### src/rtl/exercise_name_streamer.sv
// exercise_name_streamer
//   Looks up an exercise name from an internal table and streams it one ASCII
//   byte per valid/ready handshake, leftmost character first.
// Ports
//   clk, rst     clock (rising edge), synchronous active-high reset
//   start, index request a name; sampled only while idle
//   busy         high from the cycle after start is accepted through the done cycle
//   char_out     current byte (8'h00 whenever char_valid is low)
//   char_valid   char_out holds a byte for the sink
//   char_ready   sink accepts char_out when char_valid && char_ready
//   char_last    marks the final byte of the name
//   done         one-cycle pulse after the final byte is accepted
//   bad_index    the current/last request used an index >= NUM_EXERCISES
module exercise_name_streamer #(
  parameter int unsigned NAME_CHARS    = 16,
  parameter int unsigned NUM_EXERCISES = 8,
  parameter int unsigned IDX_W         = 3,
  parameter int unsigned TRIM_SPACES   = 1
) (
  input  logic             clk,
  input  logic             rst,
  input  logic             start,
  input  logic [IDX_W-1:0] index,
  output logic             busy,
  output logic [7:0]       char_out,
  output logic             char_valid,
  input  logic             char_ready,
  output logic             char_last,
  output logic             done,
  output logic             bad_index
);

  localparam int unsigned POS_W     = $clog2(NAME_CHARS + 1);
  localparam int unsigned BUF_W     = 8 * NAME_CHARS;
  localparam int unsigned RAW_CHARS = 14;
  localparam int unsigned RAW_W     = 8 * RAW_CHARS;

  typedef enum logic [1:0] {
    S_IDLE,
    S_LOAD,
    S_SEND,
    S_DONE
  } state_t;

  state_t           state_q, state_d;
  logic [IDX_W-1:0] idx_q, idx_d;
  logic [BUF_W-1:0] buf_q, buf_d;
  logic [POS_W-1:0] pos_q, pos_d;
  logic [POS_W-1:0] len_q, len_d;

  logic             busy_d;
  logic [7:0]       char_out_d;
  logic             char_valid_d;
  logic             char_last_d;
  logic             done_d;
  logic             bad_index_d;

  logic             idx_bad_c;
  logic [RAW_W-1:0] raw_c;
  logic [BUF_W-1:0] name_c;
  logic [POS_W-1:0] len_c;
  logic             at_last_c;

  // Out-of-range check on the latched index
  assign idx_bad_c = (32'(idx_q) >= NUM_EXERCISES);

  // Name table: 14-char literals, first character in the top byte
  always_comb begin
    raw_c = "Unknown       ";
    if (!idx_bad_c) begin
      case (32'(idx_q))
        32'd0:   raw_c = "Jumping Jacks ";
        32'd1:   raw_c = "Push Ups      ";
        32'd2:   raw_c = "Squats        ";
        32'd3:   raw_c = "Lunges        ";
        32'd4:   raw_c = "Plank         ";
        32'd5:   raw_c = "Mountain Climb";
        32'd6:   raw_c = "Burpees       ";
        32'd7:   raw_c = "High Knees    ";
        default: raw_c = "Unknown       ";
      endcase
    end
  end

  // Re-pack so byte position i (0 = leftmost char) sits at bits [8*i +: 8], space padded
  always_comb begin
    name_c = {NAME_CHARS{8'h20}};
    for (int unsigned i = 0; i < RAW_CHARS; i++) begin
      name_c[8*i +: 8] = raw_c[8*(RAW_CHARS-1-i) +: 8];
    end
  end

  // Stream length: full padded width, or up to and including the last non-space char
  always_comb begin
    len_c = '0;
    for (int unsigned i = 0; i < NAME_CHARS; i++) begin
      if ((TRIM_SPACES == 0) || (name_c[8*i +: 8] != 8'h20)) begin
        len_c = POS_W'(i + 1);
      end
    end
  end

  assign at_last_c = (pos_q == (len_q - POS_W'(1)));

  // Next-state and next-output logic
  always_comb begin
    state_d      = state_q;
    idx_d        = idx_q;
    buf_d        = buf_q;
    pos_d        = pos_q;
    len_d        = len_q;
    busy_d       = 1'b0;
    char_out_d   = 8'h00;
    char_valid_d = 1'b0;
    char_last_d  = 1'b0;
    done_d       = 1'b0;
    bad_index_d  = bad_index;

    case (state_q)
      S_IDLE: begin
        if (start) begin
          idx_d       = index;
          bad_index_d = 1'b0;
          busy_d      = 1'b1;
          state_d     = S_LOAD;
        end
      end

      S_LOAD: begin
        buf_d        = name_c;
        len_d        = len_c;
        pos_d        = '0;
        bad_index_d  = idx_bad_c;
        busy_d       = 1'b1;
        char_valid_d = 1'b1;
        char_out_d   = name_c[7:0];
        char_last_d  = (len_c == POS_W'(1));
        state_d      = S_SEND;
      end

      S_SEND: begin
        busy_d       = 1'b1;
        char_valid_d = 1'b1;
        char_out_d   = buf_q[7:0];
        char_last_d  = at_last_c;
        if (char_ready) begin
          if (at_last_c) begin
            char_valid_d = 1'b0;
            char_out_d   = 8'h00;
            char_last_d  = 1'b0;
            done_d       = 1'b1;
            state_d      = S_DONE;
          end else begin
            // Shift the next character into the low byte
            pos_d       = pos_q + POS_W'(1);
            buf_d       = buf_q >> 8;
            char_out_d  = buf_q[15:8];
            char_last_d = ((pos_q + POS_W'(2)) == len_q);
          end
        end
      end

      S_DONE: begin
        state_d = S_IDLE;
      end

      default: begin
        state_d = S_IDLE;
      end
    endcase
  end

  // State and output registers
  always_ff @(posedge clk) begin
    if (rst) begin
      state_q    <= S_IDLE;
      idx_q      <= '0;
      buf_q      <= '0;
      pos_q      <= '0;
      len_q      <= '0;
      busy       <= 1'b0;
      char_out   <= 8'h00;
      char_valid <= 1'b0;
      char_last  <= 1'b0;
      done       <= 1'b0;
      bad_index  <= 1'b0;
    end else begin
      state_q    <= state_d;
      idx_q      <= idx_d;
      buf_q      <= buf_d;
      pos_q      <= pos_d;
      len_q      <= len_d;
      busy       <= busy_d;
      char_out   <= char_out_d;
      char_valid <= char_valid_d;
      char_last  <= char_last_d;
      done       <= done_d;
      bad_index  <= bad_index_d;
    end
  end

endmodule

### config.mk
export PLATFORM = sky130hd
export DESIGN_NAME = exercise_name_streamer
export DESIGN_NICKNAME = d
export VERILOG_FILES = /design/src/rtl/exercise_name_streamer.sv
export SDC_FILE = /design/constraint.sdc
export NUM_CORES = 1
export LEC_CHECK = 0
export ABC_AREA = 1
export CORE_ASPECT_RATIO = 1.75
export CORE_MARGIN = 10
export CORE_UTILIZATION = 40
export CTS_BUF_LIST = sky130_fd_sc_hd__clkbuf_4
export DETAILED_ROUTE_END_ITERATION = 16
export PLACE_DENSITY = 0.67
export SETUP_SLACK_MARGIN = 0.5
export SLEW_MARGIN = 20
export SYNTH_ARGS = -nofsm -noshare
export SYNTH_HDL_FRONTEND = slang
export SYNTH_SLANG_ARGS = --single-unit
### constraint.sdc
create_clock -name clk -period 2.4 [get_ports clk]
set_input_delay 0.48 -clock clk [delete_from_list [all_inputs] [get_ports clk]]
set_output_delay 0.48 -clock clk [all_outputs]
set_load 0.02 [all_outputs]
# --- After elaboration in Yosys (flattened, before gate mapping) ---
# Memory sizes are Yosys's and may differ from the RTL's. A register that Yosys moved wholly into a read port is not among the register bits.
# Index checks and enable logic that the tools add are counted.
totals:
  output_inout_bits: 13
  in_bits: 7
  reg_bits: 156
  elab_cells: 90
  rom_bits: 584
  mem_count: 1
classes:
  eq_ne: 24
  n_bitwise: 2
  addsub: 3
  mux: 40
  n_reduce_logical: 9
mem_list:
  columns: ["name", "words", "word_bits", "rd", "rd_ports_with_merged_regs", "wr", "line_no", "text"]
  rows:
  - ["(no name shown)", 8, 73, 1, 1, 0, "71", "case (32'(idx_q))"]
op_table:
  columns: ["cell", "count"]
  rows:
  - ["128-bit two-way mux", 2]
  - ["128-bit one-hot mux with 2 select lines", 1]
  - ["8-bit by 6-bit inequality test with 1-bit output, second input constant", 14]
  - ["5-bit two-way mux", 7]
  - ["3-bit two-way mux", 6]
  - ["8-bit two-way mux", 2]
  - ["8-bit one-hot mux with 2 select lines", 1]
  - ["5-bit == test", 2]
  - ["2-bit two-way mux", 5]
  - ["5-bit one-hot mux with 2 select lines", 1]
  - ["1-bit two-way mux", 8]
  - ["4-bit two-way mux", 2]
  - ["2-bit inequality test, second input constant", 4]
  - ["1-bit one-hot mux with 2 select lines", 4]
  - ["2-bit one-hot mux with 4 select lines", 1]
  - ["3-bit AND reduction", 2]
  - ["5-bit by 1-bit adder with 5-bit output, second input constant", 1]
  - ["5-bit by 2-bit adder with 5-bit output, second input constant", 1]
  - ["5-bit by 1-bit == test with 1-bit output, second input constant", 1]
  - ["5-bit by 1-bit subtractor with 5-bit output, second input constant", 1]
  - ["2-bit == test, second input constant", 2]
  - ["2-bit AND reduction", 2]
  - ["2-bit nonzero test", 2]
  - ["3-bit OR reduction", 1]
  - ["other kinds (4)", 5]

# --- Logic depth before layout (Yosys ltp) ---
depth:
  word_depth: 17
  depth_mapped: 14
  ltp_nobuf: 13

# --- Least setup slack after synthesis ---
# OpenSTA, ideal clock, no wires.
synth_path:
  kind: "reg2reg"
  startpoint: "reg state_q[0]"
  endpoint: "reg, netlist name raw_c[56]"
  t_arrival_ns: 2.042
  setup_time_ns: 0.126
  path_slack_ns: 0.231
  path_buffers: 0
  synth_period_minus_slack_ns: 2.169
  required_ns: 2.274
  path_stages_with_launch: 12
  path_cell_list: "dfxtp_1 inv_1 ha_1 nand2_1 nor2_1 nor3_1 inv_1 ha_1 inv_1 nor2_1 inv_1 o21ai_0"
synth_via:
  elab_chain_cells: 4
synth_rtl:
  columns: ["element", "line_no", "text"]
  rows:
  - ["start: declaration", "45", "state_t state_q, state_d;"]
  - ["start signal: assignment", "188", "state_q <= state_d;"]
  - ["2-bit logical NOT", "119", "case (state_q)"]
  - ["2-bit AND reduction (no source line)", null, null]
  - ["3-bit two-way mux (no source line) (2 in series)", null, null]
# No other way between the ends.
# A chain may end at the register's enable or synchronous reset.

# --- Worst setup path after layout ---
layout_path:
  startpoint: "reg len_q[0]"
  endpoint: "reg buf_q[30]"
layout_via:
  elab_chain_cells: 4
layout_rtl:
  columns: ["element", "line_no", "text"]
  rows:
  - ["start: declaration", "49", "logic [POS_W-1:0] len_q, len_d;"]
  - ["start signal: assignment", "192", "len_q <= len_d;"]
  - ["5-bit by 1-bit subtractor with 5-bit output", "103", "assign at_last_c = (pos_q == (len_q - POS_W'(1)));"]
  - ["5-bit == test", "103", null]
  - ["2-bit inequality test (no source line)", null, null]
  - ["3-bit AND reduction (no source line)", null, null]
  - ["end signal: assignment", "190", "buf_q <= buf_d;"]
  - ["end: declaration", "47", "logic [BUF_W-1:0] buf_q, buf_d;"]
# No other way between the ends.

==> flow_summary_export.csv <==
group,metric,value,unit
timing,slew_headroom,55.14,%
global_route,antenna_found_initial,1,
floorplanning,core_area,16520,µm²
timing,slew_viol_final,0,
placement,dp_hpwl,11440,µm
cts,cts_tree,"done",
critical_path,critPathRequiredTime,2.88,ns
cts,clockRootBuffer,"clkbuf_4",
synth,netlist_instances,940,
finish,finalNetCount,1009,
timing,setup_viol,0,
timing,skew,0.02810,ns
synth,ys.flop_type,"dfxtp_1",
timing,setup-tns-final,0,ns
critical_path,r2r_slack,0.39,ns
timing,layout_min_cycle_time,2.011,ns
critical_path,critPathMaxFanout,7,
synth,yosysTopAreaCell,"dfxtp_1",
timing,fmax,497.2,MHz
placement,port_buffers,17,
global_route,grt_pass1_vias,5935,
finish,drive_gt1_share,22.02,%
cts,hold_buffers,0,
cts,clk_pin_slew_worst_paths,0.16,ns
synth,synth_area,6754,µm²
timing,tightest_slew,0.6668,ns
timing,hold_viol,0,
synth,synth-compound-area-share,11.67,%
critical_path,critical_path_class,"reg2reg",
critical_path,path_cells,"inv_2, ha_4, nor2_1, nor2_2, nand3_2, nor2_4, nand2_4, nand2_8, buf_6, buf_12, buf_6, buf_16, o21ai_0, nor2_1",
synth,synthTopCellsByArea,"dfxtp_1 (48%), nand2_1 (14%), nor2_1 (9.5%)",
pwr,leakage,0.003876,µW
placement,dp_cells,1155,
synth,synth-simple-area-share,28.71,%
floorplanning,rows,62,
synth,synth.area.mux_share,0.1482,%
pwr,vdd_drop_max,0.0004439,V
worst_hold_path,min_to,"buf_q[53]$_SDFFE_PP0P_",
floorplanning,io_pins,20,
global_route,grt_overflow,0,
route,remaining_drc_errors,0,
finish,final_common_cell,"nand2_1",
synth,synth-xor-area-share,0.6484,%
cts,clock_latency,0.59,ns
timing,worst_slack,0.3888,ns
synth,yosys_warnings,0,
worst_hold_path,hold_class,"reg2reg",
critical_path,r2r_end,"buf_q[30]$_SDFFE_PP0P_",
synth,synthAdderAreaFrac,2.964,%
finish,fin_cells,1224,
route,wire_per_inst,15.44,µm
synth,synth_edf_count,0,
route,wirelength,18900,µm
timing,rsz0062_at_grt,"yes",
status,outcome,"completed",
synth,async_reset_ff_share,0,%
floorplanning,dieArea,22690,µm²
critical_path,critPathSlowestCell,"dfxtp_2",
global_route,grt_max_degree,73,
critical_path,slowest_delay,0.37,ns
floorplanning,fp.dieH,191.9,µm
critical_path,worstSetupEndpointType,"flip-flop",
synth,synthDominantCellAreaShare,47.72,%
placement,post-place-ws,0.04499,ns
cts,numCtsBuffers,17,
cts,ctsHtreeMaxLevel,4,
synth,synth_seq_cells,161,
finish,layout_common_cells,"nand2_1 (247), dfxtp_1 (157), nor2_1 (142), inv_1 (50), o21ai_0 (40)",
route,ant_nets,0,
global_route,grt_use_total,16.38,%
placement,gp_congestion,0.8336,
cts,clk_path_buf_depth,2,
route,via_count,6160,
critical_path,r2r_start,"len_q[0]$_SDFFE_PP0N_",
worst_hold_path,hold_depth,2,
route,vias_per_cell,5.033,
pwr,fin_total_pwr,11490,µW
cts,cts.sinks,161,
critical_path,r2r_cells,14,
synth,ys_seq_area_share,47.72,%
run,drv_cap,0,
timing,min_period_over_period,83.80,%
floorplanning,die_w,118.2,µm
worst_hold_path,hp-start,"buf_q[53]$_SDFFE_PP0P_",
critical_path,crit_arrival,2.49,ns
pwr,power.density,1321,nW/µm²
finish,areaGrowthSynthToFinish,28.81,%
critical_path,crit_buf_inv,5,
global_route,grt_pass1_wl,29860,µm
synth,syn_area_per_cell,7.185,µm²
floorplanning,start_util,40.88,%
route,drt_iter0_drc,372,
synth,synth_top_family_by_area,"simple AND/OR/NAND/NOR gates",
critical_path,cp-start-kind,"flip-flop",
critical_path,critPathTopFamily,"simple AND/OR/NAND/NOR gates",
route,dr.pass1.iters,5,
timing,hold-worst-slack,0.4838,ns
synth,netlist-cell-type-count,34,
## layout make-up
| type | count | area, µm² |
|---|---|---|
| diodes | 1 | 2.502 |
| clock buffers | 17 | 127.6 |
| clock inverters | 15 | 121.4 |
| fillers | 1530 | 7824 |
| inverters | 65 | 269.0 |
| multi-input cells | 663 | 3531 |
| flip-flops and latches | 161 | 3233 |
| well taps | 224 | 280.3 |
| repair buffers | 78 | 1135 |
## kinds of logic (layout without fill, tap and decap cells)
logic type | Yosys count | count (layout)
adder cells (fa/ha/maj) | 16 | 16
other | 1 | 3
multiplexers | 1 | 1
AO/OA/AOI/OAI | 153 | 153
AND/OR/NAND/NOR | 486 | 486
buffers and inverters | 117 | 175
flip-flops | 161 | 161
XOR/XNOR | 5 | 5
## where the power goes
part / internal, µW / switching (µW) / total (µW)
Sequential: 3670 / 632 / 4300
Clock: 436 / 1070 / 1510
Combinational: 2500 / 3180 / 5690
Total: 6610 / 4890 / 11500
## cells in the mapped netlist, types with 8 or more instances
cell / instances
dfxtp_1: 161
o21ai_1: 50
nand3_1: 37
nand2_1: 259
o21ai_0: 47
inv_1: 59
clkbuf_1: 24
a21oi_1: 48
buf_6: 9
buf_4: 8
ha_1: 16
nor2_1: 171
## metrics by stage
step | area [µm²] | utilization [%]
6_report | 8700 | 52.65
5_1_grt | 8700 | 52.65
4_1_cts | 8179 | 49.50
3_5_place_dp | 7152 | 43.28
3_3_place_gp | 7152 | 43.28
2_1_floorplan | 6774 | -
## per-layer routing
metal / wire length [µm] / track usage [%]
met1: 6788 / 16.15
met2: 10630 / 31.71
met3: 605 / 2.764
met4: 872 / 8.739
met5: 0 / 0
## worst reg2reg max path, cell delays in order, from the launching register on
cell and delay [ns]:
dfxtp_2 0.37, inv_2 0.05, ha_4 0.21, nor2_1 0.16
nor2_2 0.06, nand3_2 0.09, nor2_4 0.04, nand2_4 0.09
nand2_8 0.08, buf_6 0.13, buf_12 0.13, buf_6 0.12
buf_16 0.14, o21ai_0 0.18, nor2_1 0.06
## repair_timing
action,4_1_cts,5_1_grt
setup buffers,16,7
setup endpoints to repair,135,128
resized for setup,99,107
gates cloned,11,2
pin swaps,12,45
## how the worst max path moves through the flow
stage / start / to / slack [ns] / cells past startpoint
2_1_floorplan: state_q[0]$_SDFFE_PP0P_ / raw_c[56]$_DFF_P_ / 0.52 / 11
4_1_cts: len_q[0]$_SDFFE_PP0N_ / buf_q[0]$_SDFFE_PP0P_ / 0.39 / 14
5_1_grt: len_q[1]$_SDFFE_PP0N_ / buf_q[37]$_SDFFE_PP0P_ / 0.31 / 14
6_report: len_q[0]$_SDFFE_PP0N_ / buf_q[30]$_SDFFE_PP0P_ / 0.39 / 14
3_3_place_gp: start / raw_c[67]$_DFF_P_ / 0.11 / 11
3_5_place_dp: start / raw_c[57]$_DFF_P_ / 0.04 / 11
## state kept, by name, summed over array words and instances (netlist names)
name,count
buf_q,92
char_last,1
state_q,2
busy,1
idx_q,3
char_out,7
len_q,4
raw_c,44
done,1
pos_q,5
char_valid,1
(Power assumes the default switching activity.)
